<file path="config.mk">
export PLATFORM = sky130hd
export DESIGN_NAME = enc_quad_counter
export DESIGN_NICKNAME = d
export VERILOG_FILES = /design/src/rtl/enc_pkg.sv /design/src/rtl/enc_glitch_filter.sv /design/src/rtl/enc_quad_counter.sv
export SDC_FILE = /design/constraint.sdc
export NUM_CORES = 1
export LEC_CHECK = 0
export CAP_MARGIN = 20
export CORE_ASPECT_RATIO = 2
export CORE_MARGIN = 2
export CORE_UTILIZATION = 35
export CTS_BUF_LIST = sky130_fd_sc_hd__clkbuf_2
export CTS_CLUSTER_SIZE = 20
export DETAILED_ROUTE_END_ITERATION = 8
export GPL_ROUTABILITY_DRIVEN = 0
export HOLD_SLACK_MARGIN = 0.06
export SLEW_MARGIN = 20
export SYNTH_ARGS = -nofsm -noshare
export SYNTH_HDL_FRONTEND = slang
export SYNTH_SLANG_ARGS = --single-unit
</file>
<file path="constraint.sdc">
create_clock -name clk -period 7.97 [get_ports clk]
set_input_delay 1.594 -clock clk [delete_from_list [all_inputs] [get_ports clk]]
set_output_delay 1.594 -clock clk [all_outputs]
set_load 0.01 [all_outputs]
</file>
<file path="src/rtl/enc_pkg.sv">
// Shared definitions for the quadrature encoder front end.
//   - direction codes reported on motor_dir
//   - position/revolution word width
//   - quadrature step classification for a {prev_AB, cur_AB} pair
//   - packed bundle of the three filtered encoder lines
package enc_pkg;

    localparam int unsigned POS_W = 16;
    localparam int unsigned DIR_W = 2;

    localparam logic [DIR_W-1:0] DIR_STOP = 2'b00;
    localparam logic [DIR_W-1:0] DIR_FWD  = 2'b01;
    localparam logic [DIR_W-1:0] DIR_REV  = 2'b10;

    // Classification of one clock's change on the filtered {A,B} pair
    typedef enum logic [1:0] {
        STEP_NONE = 2'b00,
        STEP_FWD  = 2'b01,
        STEP_REV  = 2'b10,
        STEP_ERR  = 2'b11
    } step_e;

    // Filtered encoder lines
    typedef struct packed {
        logic a;
        logic b;
        logic z;
    } enc_lines_t;

    // Forward order is 00 -> 10 -> 11 -> 01 -> 00 on {A,B}; a change of both bits is illegal
    function automatic step_e step_lookup(input logic [1:0] prev_ab, input logic [1:0] cur_ab);
        step_e s;
        s = STEP_NONE;
        case ({prev_ab, cur_ab})
            4'b00_10, 4'b10_11, 4'b11_01, 4'b01_00: s = STEP_FWD;
            4'b00_01, 4'b01_11, 4'b11_10, 4'b10_00: s = STEP_REV;
            4'b00_11, 4'b11_00, 4'b01_10, 4'b10_01: s = STEP_ERR;
            default:                                s = STEP_NONE;
        endcase
        return s;
    endfunction

endpackage

</file>
<file path="src/rtl/enc_glitch_filter.sv">
// Two-flop synchroniser followed by a run-counter glitch filter for one
// asynchronous encoder line. The stable level flips only after FILT_LEN
// consecutive clocks in which the synchronised input disagrees with it.
//   clk     encoder clock
//   rst_n   asynchronous active-low reset
//   raw_i   asynchronous encoder line
//   filt_o  registered filtered level
module enc_glitch_filter #(
    parameter int unsigned FILT_LEN = 4
) (
    input  logic clk,
    input  logic rst_n,
    input  logic raw_i,
    output logic filt_o
);

    localparam int unsigned RUN_W = 4;

    logic             sync1_q;
    logic             sync2_q;
    logic             level_q;
    logic             level_d;
    logic [RUN_W-1:0] run_q;
    logic [RUN_W-1:0] run_d;

    // Metastability synchroniser
    always_ff @(posedge clk or negedge rst_n) begin
        if (!rst_n) begin
            sync1_q <= 1'b0;
            sync2_q <= 1'b0;
        end else begin
            sync1_q <= raw_i;
            sync2_q <= sync1_q;
        end
    end

    // Run counter: the FILT_LEN-th consecutive mismatch flips the level
    always_comb begin
        level_d = level_q;
        run_d   = '0;
        if (sync2_q != level_q) begin
            if (run_q == RUN_W'(FILT_LEN - 1)) begin
                level_d = ~level_q;
                run_d   = '0;
            end else begin
                run_d = run_q + RUN_W'(1);
            end
        end
    end

    always_ff @(posedge clk or negedge rst_n) begin
        if (!rst_n) begin
            level_q <= 1'b0;
            run_q   <= '0;
        end else begin
            level_q <= level_d;
            run_q   <= run_d;
        end
    end

    assign filt_o = level_q;

endmodule

</file>
<file path="src/rtl/enc_quad_counter.sv">
// Quadrature encoder front end: filters A/B/Z, decodes x4 steps and keeps
// the in-revolution position, the revolution count, the direction and the
// homing state. All outputs come straight from flops.
//   clk        encoder clock (50 MHz)
//   rst_n      asynchronous active-low reset (PLL locked)
//   Enco_A/B   asynchronous quadrature lines
//   Enco_Z     asynchronous index line
//   motor_cnt  position within the revolution, 0..ENCO_NUM-1
//   motor_cir  signed revolution count, wraps silently
//   motor_dir  00 stopped, 01 forward, 10 reverse
//   homed      set by the first filtered Z rising edge after reset
//   step_err   one-clock pulse on an illegal A/B transition
module enc_quad_counter
    import enc_pkg::*;
#(
    parameter int unsigned ENCO_NUM = 4000,
    parameter int unsigned FILT_LEN = 4,
    parameter int unsigned STOP_CYC = 50000
) (
    input  logic                    clk,
    input  logic                    rst_n,
    input  logic                    Enco_A,
    input  logic                    Enco_B,
    input  logic                    Enco_Z,
    output logic signed [POS_W-1:0] motor_cnt,
    output logic signed [POS_W-1:0] motor_cir,
    output logic [DIR_W-1:0]        motor_dir,
    output logic                    homed,
    output logic                    step_err
);

    localparam int unsigned IDLE_W = (STOP_CYC > 1) ? $clog2(STOP_CYC) : 1;
    localparam logic [IDLE_W-1:0] IDLE_MAX = IDLE_W'(STOP_CYC - 1);
    localparam logic [POS_W-1:0]  CNT_MAX  = POS_W'(ENCO_NUM - 1);

    logic        filt_a;
    logic        filt_b;
    logic        filt_z;
    enc_lines_t  filt;
    enc_lines_t  prev_q;

    logic [POS_W-1:0]  cnt_q;
    logic [POS_W-1:0]  cnt_d;
    logic [POS_W-1:0]  cir_q;
    logic [POS_W-1:0]  cir_d;
    logic [DIR_W-1:0]  dir_q;
    logic [DIR_W-1:0]  dir_d;
    logic [IDLE_W-1:0] idle_q;
    logic [IDLE_W-1:0] idle_d;
    logic              homed_q;
    logic              homed_d;
    logic              err_q;
    logic              err_d;

    step_e step_c;
    logic  valid_step_c;
    logic  home_c;

    // One synchroniser + filter per encoder line
    enc_glitch_filter #(.FILT_LEN(FILT_LEN)) u_filt_a (
        .clk    (clk),
        .rst_n  (rst_n),
        .raw_i  (Enco_A),
        .filt_o (filt_a)
    );

    enc_glitch_filter #(.FILT_LEN(FILT_LEN)) u_filt_b (
        .clk    (clk),
        .rst_n  (rst_n),
        .raw_i  (Enco_B),
        .filt_o (filt_b)
    );

    enc_glitch_filter #(.FILT_LEN(FILT_LEN)) u_filt_z (
        .clk    (clk),
        .rst_n  (rst_n),
        .raw_i  (Enco_Z),
        .filt_o (filt_z)
    );

    assign filt = '{a: filt_a, b: filt_b, z: filt_z};

    // Step classification against last clock's filtered levels
    assign step_c       = step_lookup({prev_q.a, prev_q.b}, {filt.a, filt.b});
    assign valid_step_c = (step_c == STEP_FWD) || (step_c == STEP_REV);
    assign home_c       = filt.z && !prev_q.z && !homed_q;

    // Position, revolution, direction, idle and homing update
    always_comb begin
        cnt_d   = cnt_q;
        cir_d   = cir_q;
        dir_d   = dir_q;
        idle_d  = idle_q;
        homed_d = homed_q;
        err_d   = 1'b0;

        case (step_c)
            STEP_FWD: begin
                dir_d  = DIR_FWD;
                idle_d = '0;
                if (cnt_q == CNT_MAX) begin
                    cnt_d = '0;
                    cir_d = cir_q + POS_W'(1);
                end else begin
                    cnt_d = cnt_q + POS_W'(1);
                end
            end
            STEP_REV: begin
                dir_d  = DIR_REV;
                idle_d = '0;
                if (cnt_q == '0) begin
                    cnt_d = CNT_MAX;
                    cir_d = cir_q - POS_W'(1);
                end else begin
                    cnt_d = cnt_q - POS_W'(1);
                end
            end
            STEP_ERR: begin
                err_d = 1'b1;
            end
            default: begin
                err_d = 1'b0;
            end
        endcase

        // Counter parks at STOP_CYC-1; the next idle clock reports stopped
        if (!valid_step_c) begin
            if (idle_q == IDLE_MAX) begin
                dir_d = DIR_STOP;
            end else begin
                idle_d = idle_q + IDLE_W'(1);
            end
        end

        // First index wins over a coincident step; revolution count is kept
        if (home_c) begin
            cnt_d   = '0;
            cir_d   = cir_q;
            homed_d = 1'b1;
        end
    end

    always_ff @(posedge clk or negedge rst_n) begin
        if (!rst_n) begin
            prev_q  <= '0;
            cnt_q   <= '0;
            cir_q   <= '0;
            dir_q   <= DIR_STOP;
            idle_q  <= '0;
            homed_q <= 1'b0;
            err_q   <= 1'b0;
        end else begin
            prev_q  <= filt;
            cnt_q   <= cnt_d;
            cir_q   <= cir_d;
            dir_q   <= dir_d;
            idle_q  <= idle_d;
            homed_q <= homed_d;
            err_q   <= err_d;
        end
    end

    assign motor_cnt = cnt_q;
    assign motor_cir = cir_q;
    assign motor_dir = dir_q;
    assign homed     = homed_q;
    assign step_err  = err_q;

endmodule

</file>
# == After elaboration in Yosys (flattened, before gate mapping) ==
# Memories as Yosys holds them, arrays and structs flattened.
# Index checks and enable logic that the tools add are counted.
# W data, S select, Z words.
# totals
ram_bits,0
latch_bits,0
mem_count,1
word_cells,80
mem_bits_ro,32
register_bits,76
# classes
n_mux,20
div,0
order_cmp,0
add_sub_neg,8
multipliers,0
shift,0
reduce_logical,13
n_eq_ne,13
bitwise,4
# memory_table
memory,depth,word_bits,read_ports,rd_clocked_by_memory_dff,wr,line_no,text
(name not given),16,2,1,0,0,enc_pkg.sv:34,"case ({prev_ab, cur_ab})"
# op_table
operator,n
$mux W16,8
$pmux W16 S2,2
$add A16 B1 Y16 const B,3
$sub A16 B1 Y16 const B,2
$mux W4,6
$eq A16 B12 Y1 const B,1
$eq A16 B16 Y1 const B,1
$logic_not A16 Y1,1
$add A4 B1 Y4 const B,3
$eq A4 B2 Y1 const B,3
$reduce_and A2 Y1,3
$eq A2 B2 Y1 const B,2
$mux W2,2
$ne A2 B1 Y1 const B,2
$not A1 Y1,4
$pmux W2 S2,1
$reduce_and A4 Y1,1
$ne A1 B1 Y1,3
$reduce_bool A3 Y1,1
$eq A2 B1 Y1 const B,1
$logic_and A1 B1 Y1,2
$logic_not A1 Y1,2
$reduce_bool A2 Y1,1
$reduce_or A2 Y1,1
2 further kinds,2

# == Logic depth before layout (Yosys ltp) ==
# An unclocked memory read counts as a cell.
# depth
depth_word,6
depth_mapped,18
ltp_nobuf,13

# == Cells and area by module ==
# A second synthesis with hierarchy kept.
# unflattened
hier_cells,535
hier_area_um2,4829.6
# by_module_without_submodules
mod,seq_area_each_um2,area_each_um2,instances,cells_each
enc_quad_counter,1376.3,3988.8,1,475
enc_glitch_filter,175.2,280.3,3,20

# == Least setup slack after synthesis ==
# No wires, ideal clock.
# synth_timing
path_type,reg-to-reg
start,"reg u_filt_a.level_q, in the netlist u_filt_a.filt_o"
end,"reg cir_q[14], in the netlist motor_cir[14]"
t_required_ps,7879
setup_ps,91
synth_period_minus_slack_ps,4053
stages_incl_launch_ff,18
arrival_ps,3961
path_buffers,5
path_slack_ps,3917
path_cell_list,dfrtp_1 > clkbuf_1 > mux2i_1 > o21ai_0 > ha_1 > clkbuf_1 > clkbuf_1 > clkbuf_1 > buf_1 > xor2_1 > ha_1 > nand4b_1 > nand4_1 > nand3_1 > o211ai_1 > a32o_1 > mux2_2 > o221ai_1
# synth_between
elab_chain_cells,4
word_cells_on_any_way,8
classes_between,eq/ne (4); mux (1); reduce/logical (2); memory (1)
# synth_lines
item,line_no,text
"start, declared",enc_glitch_filter.sv:21,logic level_q;
"start signal, assigned",enc_glitch_filter.sv:56,level_q <= level_d;
$mem_v2 Z16 W2 *,n/a,
$eq A2 B2 Y1 or $eq A2 B1 Y1 (tied branches),enc_quad_counter.sv:97,case (step_c)
$ne A2 B1 Y1 (no source line) or $reduce_bool A2 Y1 (tied branches),n/a,
$reduce_and A4 Y1 (no source line),n/a,
"end signal, assigned",enc_quad_counter.sv:155,cir_q <= cir_d;
"end, declared",enc_quad_counter.sv:44,logic [POS_W-1:0] cir_q;
# Mark *: on every way between the ends. The rest lies on a longest branch, timed or not.
# A chain may end at the register's enable or synchronous reset.

# == Worst setup path after layout ==
# layout_timing
start,"reg u_filt_a.level_q, in the netlist u_filt_a.filt_o"
end,"reg cir_q[15], in the netlist motor_cir[15]"
# Same word-level chain as after synthesis.

==> impl_metrics.tcl <==
set metrics [dict create \
    status "complete, no violations" \
    cts-root-buf "clkbuf_2" \
    synth_xor_area_frac 0.08008 \
    critPathLaunchType "flop" \
    synth_fa_ha_area_frac 0.03120 \
    path_delay_family "compound AO/OA/AOI/OAI gates" \
    fin_ws_ns 4.112 \
    critPathMaxStageDelay_ns 0.74 \
    insertion_delay_ns 0.57 \
    synthFlopType "dfrtp_1" \
    yosysMostFrequentCell "dfrtp_1" \
    antenna_found_initial 1 \
    placementRows 60 \
    htree_levels 3 \
    path_cells "mux2i_1 > o21ai_0 > ha_1 > buf_4 > clkinv_1 > a41oi_2 > nor2_4 > o2111a_1 > mux2i_1 > xnor2_1" \
    grt_pass1_vias 4142 \
    r2r-start "u_filt_a.filt_o" \
    vias 4186 \
    pwr-share-clk 0.097 \
    p_leak_nw 2.177 \
    cap_violations 0 \
    max_freq_mhz 259.2 \
    drc 0 \
    initial_core_util 0.3581 \
    fin_crit_sh 0.4841 \
    async_flop_share 1.000 \
    critical_path.slowest_cell "a41oi_2" \
    crit_fanout 48 \
    cts_made_buffers 9 \
    synth-compound-area-share 0.1693 \
    synth_top_area_cell "dfrtp_1" \
    n_fill_cell 1342 \
    slew_headroom 0.3376 \
    p_int_mw 1.232 \
    p_switching_mw 1.330 \
    switching_share 0.5192 \
    postLayoutCellArea_um2 5414 \
    dpl_worst_slack_ns 4.185 \
    first_pass_iters 4 \
    holdBufCountCts 0 \
    synth_edf_count 0 \
    irDropWorstVdd_v 0.0002696 \
    tns_ns 0 \
    arrival_ns 4.35 \
    period_needed_ns 3.858 \
    synthTopCellsByArea "dfrtp_1 (40%), xnor2_1 (6.2%), o21ai_0 (5.1%)" \
    synth_cell_types 69 \
    dr.first_iter.drc_count 248 \
    power.density_nw_per_um2 473.1 \
    syn_inst 549 \
    post_cts_buffers 0 \
    critPathMostFrequentCell "mux2i_1" \
    seqPwrFrac 0.290 \
    grt_use_total 0.1760 \
    syn_area_per_cell_um2 8.765 \
    place_inst 713 \
    worst_hold_path.num_cells 0 \
    synth_warnings 0 \
    synth_nets 566 \
    hold_ws_ns 0.3870 \
    crit_buf_inv 2 \
    postCtsResizedCells 0 \
    layout-drive-gt1-share 0.06272 \
    yosys_register_bits 76 \
    reg2reg_to "motor_cir[15]" \
    synth_top_area_frac 0.3952 \
    final_cells 730 \
    overflow 0 \
    placeableCoreArea_um2 13440 \
    ff_latch_area_um2 1902 \
    regToRegSetupSlack_ns 4.11 \
    syn_area_um2 4812 \
    final.setup_skew_ns 0.04148 \
    hold_start "u_filt_b.sync1_q" \
    yosys.area_share.simple 0.2538 \
    cp_data_required_time_ns 8.46 \
    ant_nets 0 \
    hp-class "reg2reg" \
    grt_max_degree 77 \
    fin_util 0.4029 \
    critPathKind "reg2reg" \
    wl_um 12620 \
    cts_num_sinks 76 \
    yosysSeqAreaShare 0.3952 \
    via_per_inst 5.734 \
    wl_per_cell_um 17.29 \
    die_width_um 86.91 \
    clkTransAtPathRegs_ns 0.23 \
    pwr-share-comb 0.613 \
    finalMaxSlewViolations 0 \
    multiInputGateArea_um2 2706 \
    layout.nets 586 \
    synth.top_cells.by_count "dfrtp_1 (76), nand2_1 (56), nor2_1 (50)" \
    rsz0062_at_grt "no" \
    cts_tree "yes" \
    grt_pass1_wl_um 20620 \
    synth.mux.area_fraction 0.02808 \
    hold_viol_final 0 \
    place_area_um2 5279 \
    worstMarginPinSlew_ns 0.9936 \
    ios 41 \
    holdPathEnd "u_filt_b.sync2_q" \
    r2r_cells 10 \
    clock_path_buffers 2 \
    crit_path_end_kind "flop" \
    die_y_um 169.8 \
    power_mw 2.562 \
    port_buffers 40 \
    area_growth_pct 12.51 \
    synth_top_family_by_area "simple AND/OR/NAND/NOR gates" \
    setup_viol 0 \
    dieArea_um2 14760 \
    dp_hpwl_um 9053 \
]
-- worst max-delay path by stage --
| stage | start | to | slack [ns] | depth (start not counted) |
|---|---|---|---|---|
| 6_report | u_filt_a.filt_o | motor_cir[15] | 4.11 | 10 |
| 2_1_floorplan | u_filt_a.filt_o | motor_cir[14] | 3.92 | 17 |
| 4_1_cts | u_filt_a.filt_o | motor_cir[15] | 4.16 | 10 |
| 3_5_place_dp | u_filt_a.filt_o | motor_cir[15] | 4.18 | 10 |
| 3_3_place_gp | u_filt_a.filt_o | motor_cnt[6] | 4.36 | 10 |
| 5_1_grt | u_filt_a.filt_o | motor_cnt[6] | 3.84 | 10 |
-- placed cells by master, fill, tap and decap left out, drive strengths merged, types with 3 or more instances in the layout --
master / instances
clkdlybuf4s50: 39
a21oi: 20
nor3b: 6
nand4: 7
o21bai: 4
and3: 8
nor2: 52
a21boi: 4
nand3b: 4
dfrtp: 76
ha: 12
or3: 5
mux2: 4
o21ai: 50
nand2b: 7
xor2: 10
xnor2: 34
nand3: 27
nor3: 18
o211ai: 5
a21o: 4
buf: 3
clkbuf: 9
nor2b: 5
nor4: 12
inv: 22
and2: 14
mux2i: 9
nand2: 56
a31oi: 4
-- layout make-up --
cell class              instances  share of cell area
multi-input cells             423              0.4999
repair buffers                 42             0.07627
inverters                      17             0.01179
clock buffers                   9            0.008320
diodes                          1           0.0004622
clock inverters                 7             0.01618
flip-flops and latches         76              0.3513
well taps                     155             0.03582
-- power groups by stage --
| stage | combinational [mW] | clock (mW) | sequential (mW) |
|---|---|---|---|
| finish | 1.57 | 0.249 | 0.744 |
| global route | 1.74 | 0.272 | 0.766 |
| CTS | 1.57 | 0.259 | 0.739 |
| detailed placement | 1.56 | 0 | 0.747 |
| global placement | 1.53 | 0 | 0.738 |
| floorplan | 1.19 | 0 | 0.638 |
-- flip-flops by register name (all words and copies together), names as in the netlist, 2 cells and up --
| register | flops |
|---|---|
| idle_q | 16 |
| motor_cir | 16 |
| motor_cnt | 16 |
| motor_dir | 2 |
| prev_q | 3 |
| u_filt_a.run_q | 4 |
| u_filt_b.run_q | 4 |
| u_filt_z.run_q | 4 |
-- routing by layer --
layer | routed length (um) | vias up | track usage
met1 | 4848 | 2059 | 0.1861
met4 | 458 | 0 | 0.08696
met2 | 6858 | 117 | 0.3226
met5 | 0 | - | 0
met3 | 455 | 29 | 0.03249
li1 | - | 1981 | -
-- worst register-to-register path: cells and delay by family, from the launching register on --
kind	cells	cell delay [ns]
AOI/OAI and AO/OA	3	1.32
xor gates and xnor gates	1	0.14
adders and majority gates	1	0.24
buffers and inverters	2	1.10
DFF	1	0.52
muxes	2	0.33
and+or+nand+nor	1	0.16
-- cell families after synthesis --
kind of cell / after synthesis
AND/OR/NAND/NOR: 232
AO/OA/AOI/OAI: 122
flip-flops: 76
buffers and inverters: 50
XOR/XNOR: 44
multiplexers: 13
adder cells (fa/ha/maj): 12
(Power assumes the default switching activity.)
